File: src/rtl/hilo_muldiv.sv
// rtl/hilo_muldiv.sv - HI/LO register file with multiply, iterative divide and MTHI/MTLO
//
// Ports:
//   clk         rising-edge clock
//   rst         asynchronous active-high reset
//   alucontrol  5-bit ALU control code (MULT/MULTU/DIV/DIVU/MTHI/MTLO)
//   valid_i     execute-stage instruction valid
//   flush_i     execute stage is being flushed
//   a, b        rs / rt operands
//   hi_o, lo_o  HI / LO register values
//   stall_o     combinational request to hold the execute stage
//
// Optional build macro: HILO_MULT_2CYCLE_EN registers the product and
// writes HI/LO one cycle later from the MUL_DONE state.
module hilo_muldiv (
    input  logic        clk,
    input  logic        rst,
    input  logic [4:0]  alucontrol,
    input  logic        valid_i,
    input  logic        flush_i,
    input  logic [31:0] a,
    input  logic [31:0] b,
    output logic [31:0] hi_o,
    output logic [31:0] lo_o,
    output logic        stall_o
);

    localparam logic [4:0] MULT_CONTROL  = 5'b11000;
    localparam logic [4:0] MULTU_CONTROL = 5'b11001;
    localparam logic [4:0] DIV_CONTROL   = 5'b11010;
    localparam logic [4:0] DIVU_CONTROL  = 5'b11011;
    localparam logic [4:0] MTHI_CONTROL  = 5'b11100;
    localparam logic [4:0] MTLO_CONTROL  = 5'b11101;

    typedef enum logic [1:0] {
        IDLE     = 2'd0,
        DIV_RUN  = 2'd1,
        DIV_DONE = 2'd2
`ifdef HILO_MULT_2CYCLE_EN
        ,
        MUL_DONE = 2'd3
`endif
    } state_t;

    state_t      state;
    logic [4:0]  iter_cnt;
    logic [31:0] dvd_q;      // dividend magnitude, becomes the quotient as bits shift in
    logic [31:0] dsr_q;      // divisor magnitude
    logic [31:0] rem_q;      // partial remainder
    logic        neg_quo;
    logic        neg_rem;
`ifdef HILO_MULT_2CYCLE_EN
    logic [63:0] prod_q;
`endif

    logic        is_mul, is_div, is_mthi, is_mtlo, is_signed, accept;
    logic [31:0] a_mag, b_mag;
    logic [63:0] a_ext, b_ext, product;
    logic [33:0] trial;
    logic [31:0] quo_res, rem_res;

    always_comb begin
        is_mul    = (alucontrol == MULT_CONTROL) || (alucontrol == MULTU_CONTROL);
        is_div    = (alucontrol == DIV_CONTROL)  || (alucontrol == DIVU_CONTROL);
        is_mthi   = (alucontrol == MTHI_CONTROL);
        is_mtlo   = (alucontrol == MTLO_CONTROL);
        is_signed = (alucontrol == MULT_CONTROL) || (alucontrol == DIV_CONTROL);
        accept    = valid_i && !flush_i && (state == IDLE) &&
                    (is_mul || is_div || is_mthi || is_mtlo);

        // Sign-extending both operands to 64 bits makes the truncated
        // 64-bit product correct for signed and unsigned alike.
        a_ext   = {{32{is_signed & a[31]}}, a};
        b_ext   = {{32{is_signed & b[31]}}, b};
        product = a_ext * b_ext;

        a_mag = (is_signed && a[31]) ? (32'd0 - a) : a;
        b_mag = (is_signed && b[31]) ? (32'd0 - b) : b;

        // One restoring step: shift the next dividend bit into the
        // remainder and try subtracting the divisor; bit 33 is the borrow.
        trial = {1'b0, rem_q, dvd_q[31]} - {2'b00, dsr_q};

        quo_res = neg_quo ? (32'd0 - dvd_q) : dvd_q;
        rem_res = neg_rem ? (32'd0 - rem_q) : rem_q;
    end

    always_comb begin
        stall_o = 1'b0;
        if (!rst) begin
            case (state)
                IDLE: begin
`ifdef HILO_MULT_2CYCLE_EN
                    stall_o = accept && (is_div || is_mul);
`else
                    stall_o = accept && is_div;
`endif
                end
                DIV_RUN: stall_o = !flush_i;
                default: stall_o = 1'b0;
            endcase
        end
    end

    always_ff @(posedge clk or posedge rst) begin
        if (rst) begin
            state    <= IDLE;
            hi_o     <= 32'd0;
            lo_o     <= 32'd0;
            iter_cnt <= 5'd0;
            dvd_q    <= 32'd0;
            dsr_q    <= 32'd0;
            rem_q    <= 32'd0;
            neg_quo  <= 1'b0;
            neg_rem  <= 1'b0;
`ifdef HILO_MULT_2CYCLE_EN
            prod_q   <= 64'd0;
`endif
        end else begin
            case (state)
                IDLE: begin
                    if (accept) begin
                        if (is_mthi) begin
                            hi_o <= a;
                        end else if (is_mtlo) begin
                            lo_o <= a;
                        end else if (is_mul) begin
`ifdef HILO_MULT_2CYCLE_EN
                            prod_q <= product;
                            state  <= MUL_DONE;
`else
                            hi_o <= product[63:32];
                            lo_o <= product[31:0];
`endif
                        end else begin
                            dvd_q    <= a_mag;
                            dsr_q    <= b_mag;
                            rem_q    <= 32'd0;
                            neg_quo  <= is_signed && (a[31] ^ b[31]);
                            neg_rem  <= is_signed && a[31];
                            iter_cnt <= 5'd0;
                            state    <= DIV_RUN;
                        end
                    end
                end
                DIV_RUN: begin
                    if (flush_i) begin
                        iter_cnt <= 5'd0;
                        state    <= IDLE;
                    end else begin
                        if (!trial[33]) begin
                            rem_q <= trial[31:0];
                        end else begin
                            rem_q <= {rem_q[30:0], dvd_q[31]};
                        end
                        dvd_q    <= {dvd_q[30:0], !trial[33]};
                        iter_cnt <= iter_cnt + 5'd1;
                        if (iter_cnt == 5'd31) begin
                            state <= DIV_DONE;
                        end
                    end
                end
                DIV_DONE: begin
                    // The divide instruction is still presented here; going
                    // straight back to IDLE without re-checking accept keeps
                    // it from being started a second time.
                    if (!flush_i) begin
                        lo_o <= quo_res;
                        hi_o <= rem_res;
                    end
                    iter_cnt <= 5'd0;
                    state    <= IDLE;
                end
`ifdef HILO_MULT_2CYCLE_EN
                MUL_DONE: begin
                    if (!flush_i) begin
                        hi_o <= prod_q[63:32];
                        lo_o <= prod_q[31:0];
                    end
                    state <= IDLE;
                end
`endif
                default: state <= IDLE;
            endcase
        end
    end

endmodule
File: config.mk
export PLATFORM = sky130hd
export DESIGN_NAME = hilo_muldiv
export DESIGN_NICKNAME = d
export VERILOG_FILES = /design/src/rtl/hilo_muldiv.sv
export SDC_FILE = /design/constraint.sdc
export NUM_CORES = 2
export LEC_CHECK = 0
export ABC_AREA = 1
export CORE_MARGIN = 4
export CORE_UTILIZATION = 63
export CTS_BUF_LIST = sky130_fd_sc_hd__clkbuf_4
export CTS_CLUSTER_SIZE = 24
export DETAILED_ROUTE_END_ITERATION = 8
export GPL_TIMING_DRIVEN = 0
export PLACE_DENSITY = 0.91
export SLEW_MARGIN = 30
export SYNTH_ARGS = -nofsm -noshare
export SYNTH_HDL_FRONTEND = slang
export SYNTH_SLANG_ARGS = --single-unit
File: constraint.sdc
create_clock -name clk -period 7.9 [get_ports clk]
set_clock_uncertainty 0.1 [all_clocks]
set_input_delay 1.185 -clock clk [delete_from_list [all_inputs] [get_ports clk]]
set_output_delay 1.185 -clock clk [all_outputs]
set_load 0.05 [all_outputs]
==> impl_metrics.prom <==
# TYPE chip_impl_metric gauge
chip_impl_metric{name="drive_gt1_frac",unit=""} 0.1446
chip_impl_info{name="layout_commonest_cell",value="sky130_fd_sc_hd__inv_1"} 1
chip_impl_info{name="yosys_most_used_dff",value="sky130_fd_sc_hd__dfrtp_1"} 1
chip_impl_metric{name="grt_antenna_before_repair",unit=""} 14
chip_impl_metric{name="yosysSeqAreaShare",unit=""} 0.08022
chip_impl_metric{name="critPathRequiredTime",unit="ps"} 8400
chip_impl_metric{name="htree_levels",unit=""} 4
chip_impl_metric{name="insertion_delay",unit="ps"} 690
chip_impl_metric{name="routedWlPerCell",unit="µm"} 28.41
chip_impl_metric{name="number_of_max_cap_violations",unit=""} 0
chip_impl_metric{name="post_synth_instance_area",unit="µm²"} 52720
chip_impl_info{name="most-common-layout-cells",value="1709 x sky130_fd_sc_hd__inv_1, 1601 x sky130_fd_sc_hd__nand2_1, 1058 x sky130_fd_sc_hd__fa_1"} 1
chip_impl_metric{name="nNetsFinal",unit=""} 8734
chip_impl_info{name="clockRootBuffer",value="sky130_fd_sc_hd__clkbuf_4"} 1
chip_impl_info{name="rsz0062_at_grt",value="yes"} 1
chip_impl_metric{name="gr-total-overflow",unit=""} 0
chip_impl_metric{name="initial_core_util",unit=""} 0.6390
chip_impl_metric{name="die_width",unit="µm"} 297.3
chip_impl_metric{name="maxClockFrequency",unit="MHz"} 118.4
chip_impl_info{name="run_status",value="finished with violations"} 1
chip_impl_metric{name="timing.slew.headroom",unit=""} 0.2640
chip_impl_metric{name="place.detailed.hpwl",unit="µm"} 185900
chip_impl_metric{name="drt_first_iter_violations",unit=""} 7931
chip_impl_metric{name="worstHoldPathCells",unit=""} 2
chip_impl_metric{name="ys_warn_count",unit=""} 0
chip_impl_metric{name="gp_routability_congestion",unit=""} 1.109
chip_impl_metric{name="timing.critical_path.arrival",unit="ps"} 8940
chip_impl_metric{name="slew_violations",unit=""} 0
chip_impl_metric{name="fin_crit",unit="ps"} 8445
chip_impl_metric{name="number_of_synthesized_register_bits",unit=""} 169
chip_impl_info{name="worstSetupPathType",value="in -> reg"} 1
chip_impl_info{name="tritoncts",value="yes"} 1
chip_impl_metric{name="floorplan.core_area",unit="µm²"} 82500
chip_impl_metric{name="number_of_i_o_pins",unit=""} 138
chip_impl_metric{name="timing.final.setup_violations",unit=""} 33
chip_impl_metric{name="finalHoldViolations",unit=""} 0
chip_impl_metric{name="tritoncts.num_buffers",unit=""} 17
chip_impl_info{name="failing_checks",value="DRC, setup timing"} 1
chip_impl_metric{name="cts_max_path_buffers",unit=""} 2
chip_impl_metric{name="flow.area_growth_from_synthesis",unit="%"} 15.87
chip_impl_metric{name="synthesis.instances",unit=""} 6988
chip_impl_metric{name="grt_first_pass_wirelength",unit="µm"} 337900
chip_impl_metric{name="post_drt_via_cell_ratio",unit=""} 6.335
chip_impl_metric{name="clock_sink_count",unit=""} 169
chip_impl_metric{name="placed_cell_area",unit="µm²"} 55380
chip_impl_metric{name="grt_util_all_layers",unit=""} 0.5238
chip_impl_metric{name="worstMarginPinSlew",unit="ps"} 1104
chip_impl_info{name="critPathCaptureType",value="register"} 1
chip_impl_metric{name="synth_async_sr_flop_share",unit=""} 1.000
chip_impl_metric{name="detail_route.wirelength",unit="µm"} 238100
chip_impl_metric{name="std_cell_rows",unit=""} 105
chip_impl_metric{name="reg2reg_depth",unit=""} 5
chip_impl_metric{name="crit_path_max_incr_delay",unit="ps"} 650
chip_impl_info{name="crit_path_start_kind",value="input port"} 1
chip_impl_metric{name="synth_area_per_cell",unit="µm²"} 7.544
chip_impl_metric{name="grt_pass1_vias",unit=""} 53040
chip_impl_metric{name="min_period_over_period",unit=""} 1.069
chip_impl_metric{name="design_area",unit="µm²"} 61080
chip_impl_metric{name="antenna_left",unit=""} 0
chip_impl_metric{name="dieArea",unit="µm²"} 88370
chip_impl_metric{name="detailedRoute.firstPassIterationCount",unit=""} 9
chip_impl_metric{name="synth.lib_cells_used.distinct",unit=""} 51
chip_impl_metric{name="post-route-drc-count",unit=""} 1
chip_impl_metric{name="fp.dieH",unit="µm"} 297.3
chip_impl_metric{name="cts.hold.buffers_added",unit=""} 0
chip_impl_metric{name="port_buffers",unit=""} 102
chip_impl_metric{name="total_vias_in_the_final_route",unit=""} 53080
chip_impl_info{name="crit_top_cell",value="sky130_fd_sc_hd__fa_2"} 1
chip_impl_info{name="hold_path.class",value="reg -> reg"} 1
chip_impl_metric{name="pin_count_of_the_biggest_net_entering_global_routing",unit=""} 92
chip_impl_metric{name="path_max_fanout",unit=""} 8
chip_impl_info{name="critPathSlowestCell",value="sky130_fd_sc_hd__fa_2"} 1
chip_impl_metric{name="synth_enable_flop_cells",unit=""} 0
chip_impl_metric{name="final_critical_path_setup_slack",unit="ps"} -545.1
chip_impl_metric{name="synth_nets",unit=""} 8438
chip_impl_metric{name="clkTransAtPathRegs",unit="ps"} 170
## layout make-up
class / count / area [µm²]
inverters: 1806 / 6864
flip-flops and latches: 169 / 4229
multi-input cells: 4668 / 42830
clock buffers: 17 / 127.6
well taps: 1070 / 1339
fillers: 6098 / 21420
clock inverters: 15 / 187.7
diodes: 12 / 30.03
repair buffers: 280 / 2542
plain buffers: 342 / 2939
## worst max-delay path, delay by kind of cell
family | cells | cell delay (ps)
AOI/OAI and AO/OA | 1 | 150
adders and majority gates | 9 | 4680
buffers and inverters | 12 | 1370
and+or+nand+nor | 12 | 1510
## per-stage QoR
step | hold WS [ps] | setup TNS, ps | setup slack, ps | util | cells
detailed placement | 372.9 | -115750 | -2829 | 0.6713 | 8163
global route | 437.6 | -12450 | -632.7 | 0.7401 | 8369
CTS | 409.1 | -3560 | -291.8 | 0.7126 | 8280
global placement | 364.8 | -149660 | -3050 | 0.6700 | 8160
floorplan | 348.8 | -2285 | -273.7 | - | 6988
finish | 406.3 | -10620 | -545.1 | 0.7404 | 8379
## repair_timing
item,in CTS,in global routing
hold endpoints to repair,0,0
setup buffers,87,88
endpoints found under the setup margin,52,43
pin swaps,116,234
gates resized for setup,837,630
## registers in the layout (all words and copies together), names as in the netlist
| signal | flops |
|---|---|
| state | 2 |
| neg_rem | 1 |
| iter_cnt | 5 |
| neg_quo | 1 |
| dvd_q | 32 |
| hi_o | 32 |
| lo_o | 32 |
| rem_q | 32 |
| dsr_q | 32 |
## synthesized netlist by cell type, types with 5 or more instances
cell	number	area, µm²
sky130_fd_sc_hd__ha_1	251	3141
sky130_fd_sc_hd__a21boi_0	7	52.55
sky130_fd_sc_hd__a21oi_1	284	1421
sky130_fd_sc_hd__o21ai_0	321	1607
sky130_fd_sc_hd__xor2_1	47	411.6
sky130_fd_sc_hd__o22ai_1	8	50.05
sky130_fd_sc_hd__nand2_1	1664	6246
sky130_fd_sc_hd__xnor2_1	28	245.2
sky130_fd_sc_hd__dfrtp_1	169	4229
sky130_fd_sc_hd__nor2_1	435	1633
sky130_fd_sc_hd__clkbuf_1	236	885.9
sky130_fd_sc_hd__nor3_1	44	220.2
sky130_fd_sc_hd__buf_2	20	100.1
sky130_fd_sc_hd__nand4_1	33	206.5
sky130_fd_sc_hd__buf_1	83	311.6
sky130_fd_sc_hd__nand3b_1	9	67.56
sky130_fd_sc_hd__nor3_2	7	70.07
sky130_fd_sc_hd__o221ai_1	5	43.79
sky130_fd_sc_hd__a31oi_1	19	118.9
sky130_fd_sc_hd__nand3_1	207	1036
sky130_fd_sc_hd__fa_1	1126	22540
sky130_fd_sc_hd__inv_1	1793	6730
sky130_fd_sc_hd__o21ai_1	23	115.1
sky130_fd_sc_hd__or2_2	10	62.56
sky130_fd_sc_hd__o211ai_1	41	307.8
sky130_fd_sc_hd__nor4_1	12	75.07
sky130_fd_sc_hd__o21bai_1	45	337.8
sky130_fd_sc_hd__inv_2	12	45.04
## cell families after synthesis
| kind of cell | share of synthesized area |
|---|---|
| flip-flops | 0.08022 |
| AND/OR/NAND/NOR | 0.1853 |
| adder cells (fa/ha/maj) | 0.4871 |
| buffers and inverters | 0.1543 |
| XOR/XNOR | 0.01246 |
| AO/OA/AOI/OAI | 0.08062 |
## path summary, 6_finish.rpt
kind	start	slack, ps	end
min	lo_o[3]	410	lo_o[3]
max	alucontrol[0]	-550	hi_o[29]
min reg2reg	lo_o[3]	410	lo_o[3]
min in group asynchronous	rst	850	iter_cnt[0]
max reg2reg	state[0]	4690	lo_o[16]
max in group asynchronous	rst	5940	dvd_q[23]
## per-layer routing
metal / global-route usage / vias to the layer above / wire length, µm
li1: - / 21070 / -
met1: 0.6121 / 25170 / 73550
met2: 0.7452 / 5087 / 95310
met3: 0.2267 / 1746 / 40470
met4: 0.4361 / 14 / 28560
met5: 0.008658 / - / 174
Power is not shown: default switching activity piles up to over one toggle a cycle in this logic, so the estimate is an artifact.
